<file path="src/rtl/stream_merge_ordered_if.sv">
// rtl/stream_merge_ordered_if.sv - lane-side and merged-side handshake bundle for stream_merge_ordered
interface stream_merge_ordered_if #(
    parameter int unsigned NumOut = 2,
    parameter type         data_t = logic [31:0]
) ();
    logic [NumOut-1:0]        valid_i;
    logic [NumOut-1:0]        ready_o;
    data_t [NumOut-1:0]       data_i;
    logic                     valid_o;
    logic                     ready_i;
    data_t                    data_o;

    modport slave (
        input  valid_i, data_i, ready_i,
        output ready_o, valid_o, data_o
    );

    modport master (
        output valid_i, data_i, ready_i,
        input  ready_o, valid_o, data_o
    );
endinterface

</file>
<file path="src/rtl/stream_merge_ordered.sv">
// rtl/stream_merge_ordered.sv - table-ordered merge of NumOut lanes with per-lane FIFOs
module stream_merge_ordered #(
    parameter int unsigned       NumOut = 2,
    parameter int unsigned       BLen   = 2,
    parameter type               addr_t = logic [$clog2(NumOut)-1:0],
    parameter addr_t [BLen-1:0]  BTable = '0,
    parameter type               data_t = logic [31:0],
    parameter int unsigned       Depth  = 2,
    parameter bit                Cyclic = 1'b1
) (
    input  logic                  clk_i,
    input  logic                  rst_ni,
    stream_merge_ordered_if.slave bus,
    output logic                  done_o
);
    localparam int unsigned IW = (BLen > 1) ? $clog2(BLen) : 1;
    localparam int unsigned PW = (Depth > 1) ? $clog2(Depth) : 1;
    localparam int unsigned CW = $clog2(Depth + 1);

    data_t          mem    [NumOut][Depth];
    logic [PW-1:0]  wr_ptr [NumOut];
    logic [PW-1:0]  rd_ptr [NumOut];
    logic [CW-1:0]  cnt    [NumOut];
    logic [IW-1:0]  idx_q;
    logic           done_q;

    logic [NumOut-1:0] full;
    logic [NumOut-1:0] empty;
    logic [NumOut-1:0] push;
    logic [NumOut-1:0] pop;
    addr_t             sel;
    logic              fire;

    function automatic logic [PW-1:0] ptr_inc(input logic [PW-1:0] p);
        return (p == PW'(Depth - 1)) ? '0 : p + 1'b1;
    endfunction

    always_comb begin
        full  = '0;
        empty = '0;
        for (int k = 0; k < NumOut; k++) begin
            full[k]  = (cnt[k] == CW'(Depth));
            empty[k] = (cnt[k] == '0);
        end
    end

    // ready depends on stored occupancy only, so a full lane never takes a beat
    // even when its head pops in the same cycle
    assign bus.ready_o = ~full;
    assign push        = bus.valid_i & ~full;

    assign sel         = BTable[idx_q];
    assign bus.valid_o = !empty[sel] && !done_q;
    assign bus.data_o  = mem[sel][rd_ptr[sel]];
    assign fire        = bus.valid_o && bus.ready_i;
    assign done_o      = Cyclic ? 1'b0 : done_q;

    always_comb begin
        pop = '0;
        for (int k = 0; k < NumOut; k++) begin
            pop[k] = fire && (sel == addr_t'(k));
        end
    end

    always_ff @(posedge clk_i) begin
        for (int k = 0; k < NumOut; k++) begin
            if (push[k]) begin
                mem[k][wr_ptr[k]] <= bus.data_i[k];
            end
        end
    end

    always_ff @(posedge clk_i or negedge rst_ni) begin
        if (!rst_ni) begin
            for (int k = 0; k < NumOut; k++) begin
                wr_ptr[k] <= '0;
                rd_ptr[k] <= '0;
                cnt[k]    <= '0;
            end
            idx_q  <= '0;
            done_q <= 1'b0;
        end else begin
            for (int k = 0; k < NumOut; k++) begin
                if (push[k]) begin
                    wr_ptr[k] <= ptr_inc(wr_ptr[k]);
                end
                if (pop[k]) begin
                    rd_ptr[k] <= ptr_inc(rd_ptr[k]);
                end
                cnt[k] <= cnt[k] + CW'(push[k]) - CW'(pop[k]);
            end
            if (fire) begin
                if (idx_q == IW'(BLen - 1)) begin
                    if (Cyclic) begin
                        idx_q <= '0;
                    end else begin
                        done_q <= 1'b1;
                    end
                end else begin
                    idx_q <= idx_q + 1'b1;
                end
            end
        end
    end

    always_ff @(posedge clk_i) begin
        if (rst_ni) begin
            for (int i = 0; i < BLen; i++) begin
                assert (int'(BTable[i]) < int'(NumOut))
                    else $error("BTable entry %0d out of lane range", i);
            end
            assert (Depth >= 1) else $error("Depth must be at least 1");
            for (int k = 0; k < NumOut; k++) begin
                assert (!(push[k] && full[k])) else $error("push into full lane %0d", k);
            end
        end
    end
endmodule
</file>
<file path="src/flat_wrapper.sv">
// flat-port wrapper written by rule: the top's interface ports become plain ports
module stream_merge_ordered_flat 
#(
    parameter int unsigned       NumOut = 2,
    parameter int unsigned       BLen   = 2,
    parameter type               addr_t = logic [$clog2(NumOut)-1:0],
    parameter addr_t [BLen-1:0]  BTable = '0,
    parameter type               data_t = logic [31:0],
    parameter int unsigned       Depth  = 2,
    parameter bit                Cyclic = 1'b1
)
  (clk_i, rst_ni, done_o, bus_valid_i, bus_data_i, bus_ready_i, bus_ready_o, bus_valid_o, bus_data_o);
  stream_merge_ordered_if #(.NumOut(NumOut), .data_t(data_t)) bus_i ();
  input  logic clk_i;
  input  logic rst_ni;
  output logic done_o;
  input wire logic [$bits(bus_i.valid_i)-1:0] bus_valid_i;
  input wire logic [$bits(bus_i.data_i)-1:0] bus_data_i;
  input wire logic [$bits(bus_i.ready_i)-1:0] bus_ready_i;
  output wire logic [$bits(bus_i.ready_o)-1:0] bus_ready_o;
  output wire logic [$bits(bus_i.valid_o)-1:0] bus_valid_o;
  output wire logic [$bits(bus_i.data_o)-1:0] bus_data_o;
  assign bus_i.valid_i = bus_valid_i;
  assign bus_i.data_i = bus_data_i;
  assign bus_i.ready_i = bus_ready_i;
  assign bus_ready_o = bus_i.ready_o;
  assign bus_valid_o = bus_i.valid_o;
  assign bus_data_o = bus_i.data_o;
  stream_merge_ordered #(.NumOut(NumOut), .BLen(BLen), .addr_t(addr_t), .BTable(BTable), .data_t(data_t), .Depth(Depth), .Cyclic(Cyclic)) u_core (.clk_i(clk_i), .rst_ni(rst_ni), .bus(bus_i), .done_o(done_o));
endmodule
</file>
<file path="config.mk">
export PLATFORM = sky130hd
export DESIGN_NAME = stream_merge_ordered_flat
export DESIGN_NICKNAME = d
export VERILOG_FILES = /design/src/rtl/stream_merge_ordered_if.sv /design/src/rtl/stream_merge_ordered.sv /design/src/flat_wrapper.sv
export SDC_FILE = /design/constraint.sdc
export NUM_CORES = 1
export LEC_CHECK = 0
export CAP_MARGIN = 40
export CELL_PAD_IN_SITES_DETAIL_PLACEMENT = 1
export CELL_PAD_IN_SITES_GLOBAL_PLACEMENT = 2
export CORE_MARGIN = 1
export CORE_UTILIZATION = 30
export CTS_BUF_LIST = sky130_fd_sc_hd__clkbuf_4
export CTS_CLUSTER_DIAMETER = 100
export CTS_CLUSTER_SIZE = 28
export DETAILED_ROUTE_END_ITERATION = 8
export GPL_ROUTABILITY_DRIVEN = 1
export GPL_TIMING_DRIVEN = 0
export PLACE_DENSITY = 0.85
export SLEW_MARGIN = 20
export SYNTH_ARGS = -nofsm -noshare
export SYNTH_HDL_FRONTEND = slang
export SYNTH_SLANG_ARGS = --single-unit
</file>
<file path="constraint.sdc">
create_clock -name clk_i -period 5.6 [get_ports clk_i]
set_input_delay 1.4 -clock clk_i [delete_from_list [all_inputs] [get_ports clk_i]]
set_output_delay 1.4 -clock clk_i [all_outputs]
set_load 0.05 [all_outputs]
</file>
==> results.cfg, run 1 <==
[run_status]
outcome = completed

[floorplan]
die_x_um = 97.6
design.core.area_um2 = 8760
die_h_um = 97.6
die_area_um2 = 9520
floorplan.initialDensity_pct = 31.3
io_pins = 105
rows = 34

[setup_path]
crit_path_start_kind = flop
worstPathCellList = buf_6 > buf_6 > mux2_4 > clkdlybuf4s50_1
critPathCaptureType = primary output
worstPathArrival_ps = 2080
critPathMaxStageDelay_ps = 700
crit_top_cell = buf_6
worst_path_max_delay_cell = clkdlybuf4s50_1
cp.required_ps = 4200
path_class = flop to primary output
worst-r2r-setup-slack_ps = 3890
cp_max_fo = 10

[sta]
final.setup.tns_ps = 0
setup_ws_ps = 2120
period_needed_ps = 3480
worst_pin_slew_ps = 560
whs_ps = 486
max_freq_mhz = 287
setup_viol = 0
hold_viol = 0
relSlewSlack_pct = 62.6
maxSlewViolCount = 0
rsz0062_at_grt = no
fin_skew_ps = 9.49
period_share_pct = 62.1

[detailed_routing]
ant_nets = 0
num_vias = 1372
vias_per_cell = 4.25
wl_um = 4580
drtIter0Drc = 8
detail_route.wl_per_cell_um = 14.2
post-route-drc-count = 0
drtPass1Iterations = 3

[placed_design]
placed_cell_area_um2 = 3650
gp_congestion = 0.586
hpwl_um = 3290
numPortBuffers = 71
dp_slack_ps = 2510

[logic_synthesis]
syn_avg_cell_area_um2 = 21.6
syn_inst = 127
syn-cell-area_um2 = 2740
synth-seq-cells = 70
synth_warnings = 0
synth.yosys.seq_area_share_pct = 75.6
synth.distinct_cells = 18
syn_nets = 199

[finish]
fin_nets = 283
n_antenna_cell = 0
area_growth_pct = 37.1
layout_commonest_cell = clkdlybuf4s50_1
stdcell_area_um2 = 3760
drive_gt1_share_pct = 27.0
final_cell_mix = clkdlybuf4s50_1, edfxtp_1, mux2_4, clkbuf_4, dfrtp_1

[power]
total_power_w = 0.00214
power_leakage_nw = 1.38
powerDensity_nw_per_um2 = 570
ir_worst_vdd_v = 0.000316

[clocking]
cts_setup_buffers = 0
clk_pin_slew_ps = 110
cts_tree = built
cts_max_level = 3
clkSinkCount = 70
root_buffer = clkbuf_4
clock_latency_ps = 390
ctsLongestPathBuffers = 2
cts.repair.resized = 0
cts.hold.buffers_added = 0
cts-buffers-inserted = 9

[global_routing]
grt_use_total_pct = 10.3
grt_pass1_wl_um = 7300
grt_overflow = 0
grt_pass1_vias = 1470
grt_max_degree = 19
antenna_found_initial = 0

[worst_hold_path]
hold_class = flop to flop

[flow_run]
drv_cap = 0
[layer usage]
metal,global-route usage [%],wire [um],vias to the layer above
li1,-,-,645
met1,12.1,1940,669
met2,16.7,2330,51
met3,3.24,230,7
met4,5.43,76,0
met5,0,0,-
[Yosys cell counts]
| library cell | instances | share of area, % |
|---|---|---|
| edfxtp_1 | 64 | 70 |
| mux2_4 | 29 | 16 |
| dfrtp_1 | 6 | 5.5 |
| buf_6 | 4 | 1.6 |
| ha_1 | 3 | 1.4 |
| inv_1 | 3 | 0.41 |
| mux2_2 | 3 | 1.2 |
| xnor2_1 | 3 | 0.96 |
| nand2b_1 | 2 | 0.46 |
| xor2_1 | 2 | 0.64 |
| and2_1 | 1 | 0.23 |
| and2_4 | 1 | 0.32 |
| and3_1 | 1 | 0.23 |
| buf_4 | 1 | 0.27 |
| conb_1 | 1 | 0.14 |
| nand2_1 | 1 | 0.14 |
| nor2_1 | 1 | 0.14 |
| or2_4 | 1 | 0.32 |
[where the power goes]
group          switching (W)  leakage [nW]  total, W  internal (W)
Clock               0.000174        0.0498  0.000261     0.0000868
Sequential         0.0000396         0.664  0.000758      0.000719
Combinational       0.000655         0.668   0.00112      0.000466
Total               0.000868          1.38   0.00214       0.00127
[path summary, 6_finish.rpt]
| kind | startpoint | endpoint | cells after the start |
|---|---|---|---|
| max in group asynchronous | rst_ni | u_core.rd_ptr[1] | 1 |
| min in group asynchronous | rst_ni | u_core.cnt[2] | 1 |
| max reg2reg | u_core.cnt[3] | u_core.cnt[3] | 7 |
| min | u_core.cnt[1] | u_core.cnt[1] | 1 |
| min reg2reg | u_core.cnt[1] | u_core.cnt[1] | 1 |
| max | u_core.rd_ptr[1] | bus_data_o[23] | 4 |
[final cells by class]
class	count	area [um^2]
fillers	870	5010
flip-flops and latches	70	2070
well taps	108	135
plain buffers	5	52.6
repair buffers	73	766
inverters	3	11.3
clock inverters	6	40.0
clock buffers	9	67.6
multi-input cells	49	613
[metrics by stage]
| stage | instances | util [%] |
|---|---|---|
| final | 323 | 42.9 |
| after global routing | 323 | 42.9 |
| after CTS | 323 | 42.9 |
| after detailed placement | 308 | 41.6 |
| after global placement | 306 | 40.9 |
| after floorplan | 127 | - |
[cell families (layout without fill, tap and decap cells)]
group / count (synthesis) / after routing / share of synthesized area (%)
and+or+nand+nor: 8 / 8 / 1.83
muxes: 32 / 32 / 17.1
adders and majority gates: 3 / 3 / 1.37
other: 1 / 1 / 0.137
xor gates and xnor gates: 5 / 5 / 1.60
buffers and inverters: 8 / 96 / 2.33
DFF: 70 / 70 / 75.6
[worst max-delay path, delay by kind of cell, from the launching register on]
| kind | cells | cell delay, ps |
|---|---|---|
| buf+inv | 3 | 1030 |
| mux | 1 | 320 |
| flops | 1 | 360 |
[registers in the layout, summed over array words and instances, names as in the netlist]
name           flops
u_core.mem        64
u_core.cnt         4
u_core.rd_ptr      1
u_core.wr_ptr      1
Note: power is estimated with default switching activity, not from simulation.
==> run 2, diff against run 1 <==
--- a/config.mk
+++ b/config.mk
@@ -9,14 +9,14 @@
 export CELL_PAD_IN_SITES_DETAIL_PLACEMENT = 1
 export CELL_PAD_IN_SITES_GLOBAL_PLACEMENT = 2
 export CORE_MARGIN = 1
-export CORE_UTILIZATION = 30
+export CORE_UTILIZATION = 28
 export CTS_BUF_LIST = sky130_fd_sc_hd__clkbuf_4
 export CTS_CLUSTER_DIAMETER = 100
 export CTS_CLUSTER_SIZE = 28
 export DETAILED_ROUTE_END_ITERATION = 8
 export GPL_ROUTABILITY_DRIVEN = 1
 export GPL_TIMING_DRIVEN = 0
-export PLACE_DENSITY = 0.85
+export PLACE_DENSITY = 0.84
 export SLEW_MARGIN = 20
 export SYNTH_ARGS = -nofsm -noshare
 export SYNTH_HDL_FRONTEND = slang
==> constraint.sdc (replaced) <==
create_clock -name clk_i -period 2.9 [get_ports clk_i]
set_input_delay 0.725 -clock clk_i [delete_from_list [all_inputs] [get_ports clk_i]]
set_output_delay 0.725 -clock clk_i [all_outputs]
set_load 0.05 [all_outputs]
==> run 2 against run 1 <==
Critical path depth did not move; largest cell class unchanged; first-iteration DRC count rose to 3.8 times the previous value; highest routed layer unchanged; power rose by 110%; final cell count rose by 6.8%; routed wire length rose by 5.0%.
==> results.cfg, run 2 (same netlist as run 1, synthesis figures left out) <==
[sta]
fin_skew_ps = 15.7
final.setup.tns_ps = 0
setup_viol = 0
setup_ws_ps = 110
max_freq_mhz = 358
rsz0062_at_grt = no
period_share_pct = 96.2
period_needed_ps = 2790
relSlewSlack_pct = 64.6
maxSlewViolCount = 0
worst_pin_slew_ps = 530
hold_viol = 0

[setup_path]
critPathMaxStageDelay_ps = 700
path_class = flop to primary output
cp_top_family = buffers and inverters
cp_max_fo = 10
crit_path_start_kind = flop
worst-r2r-setup-slack_ps = 1190
cp.required_ps = 2170
path_buf_inv = 3
worstPathArrival_ps = 2060
crit_top_cell = buf_6
worstPathCellList = buf_6 > buf_6 > mux2_4 > clkdlybuf4s50_1
critPathCaptureType = primary output
worst_path_max_delay_cell = clkdlybuf4s50_1

[detailed_routing]
post-route-drc-count = 0
drtIter0Drc = 30
drtPass1Iterations = 4
wl_um = 4810
num_vias = 1379
vias_per_cell = 4.00
ant_nets = 0
detail_route.wl_per_cell_um = 13.9

[clocking]
root_buffer = clkbuf_4
clock_latency_ps = 400
cts.repair.resized = 0
ctsLongestPathBuffers = 2
cts_max_level = 3
clk_pin_slew_ps = 110
cts_setup_buffers = 0
cts-buffers-inserted = 9
cts.hold.buffers_added = 0
cts_tree = built
clkSinkCount = 70

[placed_design]
hpwl_um = 3420
dp_cells = 329
numPortBuffers = 71
gp_congestion = 0.645
dp_slack_ps = 475

[finish]
layout_commonest_cell = edfxtp_1
fin_nets = 283
drive_gt1_share_pct = 26.9
n_antenna_cell = 0
final_cells = 345
area_growth_pct = 42.8
largest_register_ffs = 64
fillCellCount = 940
final_cell_mix = edfxtp_1, clkdlybuf4s50_1, mux2_4, dlymetal6s2s_1, clkbuf_4

[global_routing]
antenna_found_initial = 0
grt_pass1_vias = 1476
grt_max_degree = 20
grt_pass1_wl_um = 7400
grt_use_total_pct = 10.2
grt_overflow = 0

[power]
p_sw_w = 0.00168
powerDensity_nw_per_um2 = 1120
power_leakage_nw = 1.62
pwr-share-comb_pct = 49.0
sw_frac_of_total_pct = 38.1
p_int_w = 0.00272
ir_worst_vdd_v = 0.000388
clockPowerShare_pct = 17.7
seq_power_share_pct = 33.3

[run_status]
outcome = completed

[flow_run]
drv_cap = 0

[floorplan]
die_h_um = 101
die_x_um = 101
die_area_um2 = 10200
design.core.area_um2 = 9370
rows = 35
io_pins = 105
floorplan.initialDensity_pct = 29.2

[worst_hold_path]
hold_class = flop to flop
-- run 2: cell types whose count changed in the layout (fill, tap and decap cells not counted) --
cell	before	now
clkinv_1	0	1
bufinv_16	0	3
clkdlybuf4s50_1	71	50
clkinvlp_4	4	1
clkbuf_4	9	10
dlymetal6s2s_1	0	21
clkinv_2	2	0
clkinv_4	0	1
-- run 2: through the flow --
| step | power (W) | utilization, % | cell area [um^2] | hold WS (ps) |
|---|---|---|---|---|
| 6_report | 0.00440 | 41.8 | 3910 | 472 |
| 5_1_grt | 0.00460 | 41.8 | 3910 | 519 |
| 4_1_cts | 0.00449 | 41.2 | 3860 | 478 |
| 3_5_place_dp | 0.00370 | 39.2 | 3680 | 458 |
| 3_3_place_gp | 0.00361 | 38.5 | 3610 | 457 |
| 2_1_floorplan | 0.00303 | - | 2740 | 429 |
-- run 2: final cells by class --
type	instances	area [um^2]	share of cell area (%)
plain buffers	5	52.6	1.34
repair buffers	73	818	20.9
inverters	3	11.3	0.288
clock buffers	10	75.1	1.92
flip-flops and latches	70	2070	52.9
clock inverters	6	110	2.81
well taps	129	161	4.12
multi-input cells	49	613	15.7
-- run 2: power groups by stage --
stage / registers [W] / clock network (W) / logic [W]
6_report: 0.00146 / 0.000777 / 0.00216
5_1_grt: 0.00149 / 0.000835 / 0.00227
4_1_cts: 0.00147 / 0.000808 / 0.00222
2_1_floorplan: 0.00147 / 0 / 0.00155
3_5_place_dp: 0.00149 / 0 / 0.00221
3_3_place_gp: 0.00149 / 0 / 0.00212
-- run 2: final timing paths --
path / startpoint / end / cells after the start
max in group asynchronous: rst_ni / u_core.rd_ptr[1] / 1
min: u_core.cnt[1] / u_core.cnt[1] / 1
min in group asynchronous: rst_ni / u_core.cnt[1] / 1
max: u_core.rd_ptr[1] / bus_data_o[0] / 4
min reg2reg: u_core.cnt[1] / u_core.cnt[1] / 1
max reg2reg: u_core.cnt[3] / u_core.cnt[3] / 7
-- run 2: worst reg2reg max path, cell delays in order, from the launching register on --
cell and delay (ps):
dfrtp_1 420, or2_4 260, and2_4 160, ha_1 270, inv_1 40, ha_1 190, xnor2_1 160, xnor2_1 130
-- run 2: per-layer routing --
layer	part of all wire (%)	GRT usage, %	vias to the layer above
li1	-	-	648
met1	42	11.2	675
met2	52	17.8	50
met3	5.1	3.33	6
met4	1.3	4.68	0
met5	0	0	-
